==> config.mk <==
export PLATFORM = sky130hd
export DESIGN_NAME = pc_exception_unit
export DESIGN_NICKNAME = d
export VERILOG_FILES = /design/src/rtl/pc_exception_unit.sv
export SDC_FILE = /design/constraint.sdc
export NUM_CORES = 1
export LEC_CHECK = 0
export ABC_AREA = 1
export CORE_MARGIN = 4
export CORE_UTILIZATION = 44
export CTS_CLUSTER_DIAMETER = 50
export DETAILED_ROUTE_END_ITERATION = 10
export PLACE_DENSITY = 0.89
export SETUP_SLACK_MARGIN = 0.02
export SLEW_MARGIN = 15
export SYNTH_ARGS = -nofsm -noshare
export SYNTH_HDL_FRONTEND = slang
export SYNTH_SLANG_ARGS = --single-unit
==> constraint.sdc <==
create_clock -name clk -period 1.8 [get_ports clk]
set_clock_uncertainty 0.1 [all_clocks]
set_input_delay 0.45 -clock clk [delete_from_list [all_inputs] [get_ports clk]]
set_output_delay 0.45 -clock clk [all_outputs]
set_load 0.05 [all_outputs]
==> src/rtl/pc_exception_unit.sv <==
// Program counter and exception-return state for the multicycle MIPS core.
// Optional fetch-timeout fallback is enabled by defining PC_EXC_TIMEOUT_EN.
module pc_exception_unit #(
    parameter logic [31:0] RESET_PC        = 32'h0000_0000,
    parameter logic [31:0] VEC_BASE        = 32'd253,
    parameter logic [31:0] EPC_OFFSET      = 32'd4
`ifdef PC_EXC_TIMEOUT_EN
    ,
    parameter int          TIMEOUT_CYCLES  = 16,
    parameter logic [31:0] DEFAULT_HANDLER = 32'h0000_00FC
`endif
) (
    input  logic        clk,
    input  logic        reset_n,
    input  logic [31:0] next_pc,
    input  logic        pc_write,
    input  logic        pc_write_cond,
    input  logic        branch_taken,
    input  logic        exc_opcode,
    input  logic        exc_overflow,
    input  logic        exc_div_zero,
    input  logic        vec_ready,
    input  logic [7:0]  vec_rdata,
    output logic [31:0] pc_output,
    output logic [31:0] epc_output,
    output logic [31:0] exception_address,
    output logic        vec_rd,
    output logic [31:0] vec_addr,
    output logic        exc_busy,
    output logic        exc_done,
    output logic [1:0]  exc_cause,
    output logic        exc_timeout
);

    typedef enum logic [1:0] {IDLE, SAVE, FETCH, LOAD} state_t;

    state_t      state_q;
    logic [31:0] pc_q, epc_q, exc_addr_q, vec_addr_q;
    logic        vec_rd_q, busy_q, done_q;
    logic [1:0]  cause_q;

    logic        exc_req, pc_we;
    logic [1:0]  cause_d;

`ifdef PC_EXC_TIMEOUT_EN
    localparam int CW = $clog2(TIMEOUT_CYCLES + 1);
    logic [CW-1:0] tmo_cnt_q;
    logic          timeout_q;
`endif

    // Fixed priority: opcode > overflow > div_zero; lower simultaneous requests are dropped.
    always_comb begin
        exc_req = exc_opcode | exc_overflow | exc_div_zero;
        pc_we   = pc_write | (pc_write_cond & branch_taken);
        cause_d = 2'd2;
        if (exc_opcode)
            cause_d = 2'd0;
        else if (exc_overflow)
            cause_d = 2'd1;
    end

    always_ff @(posedge clk or negedge reset_n) begin
        if (!reset_n) begin
            state_q    <= IDLE;
            pc_q       <= RESET_PC;
            epc_q      <= '0;
            exc_addr_q <= '0;
            vec_addr_q <= '0;
            vec_rd_q   <= 1'b0;
            busy_q     <= 1'b0;
            done_q     <= 1'b0;
            cause_q    <= 2'd0;
`ifdef PC_EXC_TIMEOUT_EN
            tmo_cnt_q  <= '0;
            timeout_q  <= 1'b0;
`endif
        end else begin
            done_q <= 1'b0;
            case (state_q)
                IDLE: begin
                    if (exc_req) begin
                        cause_q <= cause_d;
                        busy_q  <= 1'b1;
                        state_q <= SAVE;
                    end else if (pc_we) begin
                        pc_q <= next_pc;
                    end
                end
                SAVE: begin
                    epc_q      <= pc_q - EPC_OFFSET;
                    vec_addr_q <= VEC_BASE + {30'd0, cause_q};
                    vec_rd_q   <= 1'b1;
`ifdef PC_EXC_TIMEOUT_EN
                    tmo_cnt_q  <= '0;
`endif
                    state_q    <= FETCH;
                end
                FETCH: begin
                    if (vec_ready) begin
                        exc_addr_q <= {24'd0, vec_rdata};
                        vec_rd_q   <= 1'b0;
                        state_q    <= LOAD;
                    end
`ifdef PC_EXC_TIMEOUT_EN
                    else if (tmo_cnt_q == CW'(TIMEOUT_CYCLES - 1)) begin
                        exc_addr_q <= DEFAULT_HANDLER;
                        timeout_q  <= 1'b1;
                        vec_rd_q   <= 1'b0;
                        state_q    <= LOAD;
                    end else begin
                        tmo_cnt_q <= tmo_cnt_q + 1'b1;
                    end
`endif
                end
                LOAD: begin
                    pc_q    <= exc_addr_q;
                    busy_q  <= 1'b0;
                    done_q  <= 1'b1;
                    state_q <= IDLE;
                end
                default: state_q <= IDLE;
            endcase
        end
    end

    assign pc_output         = pc_q;
    assign epc_output        = epc_q;
    assign exception_address = exc_addr_q;
    assign vec_rd            = vec_rd_q;
    assign vec_addr          = vec_addr_q;
    assign exc_busy          = busy_q;
    assign exc_done          = done_q;
    assign exc_cause         = cause_q;
`ifdef PC_EXC_TIMEOUT_EN
    assign exc_timeout       = timeout_q;
`else
    assign exc_timeout       = 1'b0;
`endif

endmodule

Word level (Yosys, flattened, before mapping)
Index checks and enable logic that the tools add are counted.
{"block": "classes", "add_sub_neg": 2, "n_reduce_logical": 9, "mux": 13, "n_eq_ne": 7, "n_bitwise": 4}
{"cell": "2-to-1 mux 32 bit", "n": 2}
{"cell": "one-hot mux 32 bit (2 select lines)", "n": 1}
{"cell": "subtractor 32 x 3 -> 32 bit (second input constant)", "n": 1}
{"cell": "AND reduction 2 bit", "n": 5}
{"cell": "adder 8 x 2 -> 9 bit (first input constant)", "n": 1}
{"cell": "2-to-1 mux 2 bit", "n": 4}
{"cell": "inequality test 2 bit (second input constant)", "n": 4}
{"cell": "one-hot mux 2 bit (4 select lines)", "n": 1}
{"cell": "== test 2 bit (second input constant)", "n": 2}
{"cell": "one-hot mux 1 bit (2 select lines)", "n": 2}
{"cell": "nonzero test 2 bit", "n": 2}
{"cell": "2-to-1 mux 1 bit", "n": 3}
{"cell": "OR 1 bit", "n": 3}
{"cell": "AND reduction 3 bit", "n": 1}
{"cell": "== test 2 x 1 -> 1 bit (second input constant)", "n": 1}
{"cell": "zero test 2 bit", "n": 1}
{"cell": "bitwise AND 1 bit", "n": 1}
{"block": "totals", "out_inout_bits": 134, "reg_bits": 111}

Logic depth before layout (Yosys ltp)
{"block": "logic_depth", "depth_word": 5, "depth_mapped": 9, "ltp_nobuf": 9}

Worst setup path after synthesis
No wires, ideal clock.
{"block": "synth_path", "path_type": "register to register", "start": "register pc_q[2] (netlist: pc_output[2])", "end": "register epc_q[22] (netlist: epc_output[22])", "path_buffers": 0, "setup_time_ps": 118, "period_less_slack_ps": 1779, "arrival_time_ps": 1561, "path_stages_with_launch": 10, "path_slack_ps": 21, "t_required_ps": 1582, "cell_sequence": "dfrtp_1 > inv_1 > ha_1 > nand2_2 > nor2_4 > nand2_2 > nor2_1 > nand2_1 > nand3_1 > nand2_1"}
{"block": "synth_via", "elab_chain_len": 1}
{"item": "start, declared", "line": "38", "rtl": "logic [31:0] pc_q, epc_q, exc_addr_q, vec_addr_q;"}
{"item": "start signal, assigned", "line": "86", "rtl": "pc_q <= next_pc;"}
{"item": "start signal, assigned", "line": "116", "rtl": "pc_q <= exc_addr_q;"}
{"item": "subtractor 32 x 3 -> 32 bit", "line": "90", "rtl": "epc_q <= pc_q - EPC_OFFSET;"}
{"item": "end signal, assigned", "line": "90"}
{"item": "end, declared", "line": "38"}
Every way passes these cells.
A chain may end at the register's enable or synchronous reset.

Worst setup path in the final report
{"block": "layout_path", "start": "register pc_q[6] (netlist: pc_output[6])", "end": "register epc_q[22] (netlist: epc_output[22])"}
The elaborated chain is that of the path after synthesis.

==> results.toml <==
[outcome]
outcome = "completed"

[yosys]
synth_area_leaders = "dfrtp_1, nand2_1, buf_4, nor2_1, nand3_1"
yosys-mux-area-fraction_pct = 0
synthSimpleGateAreaFrac_pct = 26.4
synth-main-ff-cell = "dfrtp_1"
synth_edf_count = 0
synth.most_common_cell = "nand2_1"
synth_compound_area_share_pct = 9.87
yosysSeqAreaShare_pct = 45.8
synth_top_area_share_pct = 45.8
ys_seq_elements = 83
synth-xor-area-share_pct = 0.965
synth_cell_types = 31
async_reset_ff_share_pct = 100
netlist_instances = 567
synth_top_family_by_area = "simple AND/OR/NAND/NOR gates"
synth_commonest_cells = "nand2_1, dfrtp_1, nor2_1, buf_4"
syn_avg_cell_area_um2 = 8.00
yosysWarnings = 0
yosys.area_share.adder_pct = 1.93
synth_top_area_cell = "dfrtp_1"
netlist_area_um2 = 4540

[sta]
rsz0062_at_grt = "false"
holdWs_ns = 0.00451
max_freq_mhz = 582
layout_min_cycle_time_ns = 1.72
finalSetupViolCount = 0
fin_crit_sh_pct = 95.5
slew_violations = 0
hold_violations = 0

[critical_path]
worstPathArrival_ns = 1.87
critPathMaxStageDelay_ns = 0.48
critPathCaptureType = "register"
crit_type = "register to register"
path_max_fanout = 6
crit_path_frequent_cell = "nand2_1"
critPathLaunchType = "register"
path_buf_inv = 0
ff2ff_path_depth = 8
cp_cell_sequence = "nor2_1 > nand2_1 > nor2_4 > nand2_2 > nor2_1 > nand2_1 > nand3_1 > nand2_1"
r2r_setup_slack_ns = 0.08
r2r-end = "epc_output[22]"
slowest_stage = "dfrtp_1"
required_ns = 1.95
path_delay_family = "simple AND/OR/NAND/NOR gates"
r2r_start = "pc_output[6]"

[placement]
place.gp.congestion = 0.955
numPortBuffers = 134
dpl-instance-area_um2 = 6710
dp_hpwl_um = 10500

[global_route]
antenna_found_initial = 0
grt_max_degree = 84
grt_usage_pct = 22.2
grt_pass1_wl_um = 20800
grt-ovfl-total = 0
grt_pass1_vias = 4299

[final_layout]
final_util_pct = 70.0
num_antenna_cells = 0
final_nets = 762
syn2layout_area_growth_pct = 53.0
drive_gt1_share_pct = 22.9
stdcell_area_um2 = 6940

[detailed_routing]
routed_wirelength_um = 13200
firstDrtPassIters = 5
routedWlPerCell_um = 15.6
via_per_inst = 5.01
drt_iter0_drc = 218
vias = 4231
drc = 0
ant_nets = 0

[pwr]
seq_power_share_pct = 24.7
swShare_pct = 50.6
intPower_mw = 7.02
p_switching_mw = 7.19
p_leak_nw = 3.29
total_power_mw = 14.2
combPwrFrac_pct = 66.6
p_per_area_nw_per_um2 = 2050
pwr-share-clk_pct = 8.7
ir_drop_uv = 1300

[floorplan]
pin_count = 183
fp-row-count = 36
dieWidth_um = 110
start_util_pct = 45.8
core_area_um2 = 9910
die_area_um2 = 12000
fp.dieH_um = 110

[cts]
cts_sinks = 83
clockBufferDepth = 2
htree_levels = 3
cts_buffers = 9
clkTransAtPathRegs_ns = 0.08
root_buffer = "clkbuf_8"
insertion_delay_ns = 0.36
tritoncts = "built"

[worst_hold_path]
hold_path.class = "input pin to async pin"

[job]
cap_violations = 0
timing repair:
action / 4_1_cts / 5_1_grt
resized for setup: 2 / 12
buffers inserted: 0 / 0
hold endpoints to repair: 0 / 0
setup endpoints to repair: 17 / 35
hold buffers: 0 / 0
state kept, by name, indices dropped and copies added, names as in the netlist:
name and count:
epc_output 32, exc_busy 1, exc_cause 2, exc_done 1, exception_address 8, pc_output 32, state_q 2, vec_addr 4
vec_rd 1
per-stage QoR:
stage / std cells / worst slack (ns) / setup TNS, ns
2_1_floorplan: 614 / 0.0213 / 0
3_3_place_gp: 828 / -0.148 / -4.19
3_5_place_dp: 828 / -0.251 / -6.92
4_1_cts: 844 / 0.0421 / 0
5_1_grt: 844 / 0.00271 / 0
6_report: 844 / 0.0812 / 0
kinds of logic (layout without fill, tap and decap cells):
group	Yosys count	in the layout
buf+inv	118	215
other cells	1	48
simple gates	272	272
fa+ha+maj	7	7
flops	83	83
compound gates	81	81
xor+xnor	5	5
how the worst max path moves through the flow:
stage	start	endpoint	slack, ns	cells past startpoint
after floorplan	pc_output[2]	epc_output[22]	0.02	9
after CTS	state_q[0]	pc_output[21]	0.04	6
final	pc_output[6]	epc_output[22]	0.08	8
after global routing	pc_output[6]	epc_output[20]	0.003	8
after global placement	exc_overflow	pc_output[25]	-0.15	6
after detailed placement	exc_overflow	pc_output[13]	-0.25	6
power by group through the flow:
stage               registers, mW  clock network, mW  logic, mW
floorplan                    5.41                  0       3.16
global placement             3.50                  0       9.07
detailed placement           3.53                  0       9.34
CTS                          3.51               1.26       9.36
global route                 3.61               1.32       9.97
finish                       3.51               1.23       9.46
cell usage in the layout, fill, tap and decap left out, drive strengths merged:
| cell | instances |
|---|---|
| nand2 | 139 |
| buf | 105 |
| dfrtp | 83 |
| nor2 | 73 |
| o21ai | 58 |
| conb | 48 |
| clkdlybuf4s50 | 47 |
| nand3 | 47 |
| inv | 46 |
| clkbuf | 10 |
| or2 | 9 |
| a21oi | 8 |
| o211ai | 7 |
| ha | 7 |
| a31oi | 6 |
| xor2 | 5 |
| nand4 | 4 |
| clkinv | 4 |
| clkinvlp | 3 |
| o22ai | 1 |
| o21a | 1 |
layer usage:
layer  up-vias  global-route usage [%]  part of all wire [%]
li1       1982                       -                     -
met1      2003                    25.3                    35
met3        30                    7.75                    10
met4         0                    8.10                   2.2
met2       216                    38.4                    52
met5         -                       0                     0
layout make-up:
cell class	count	area (µm²)
inverter	47	176
tap	133	166
fill	700	2970
sequential	83	2080
clock inverter	6	41.3
clock buffer	10	138
multi-input combinational	413	1990
timing repair buffer	152	2350
No activity file was read; power rests on OpenSTA's default activity.
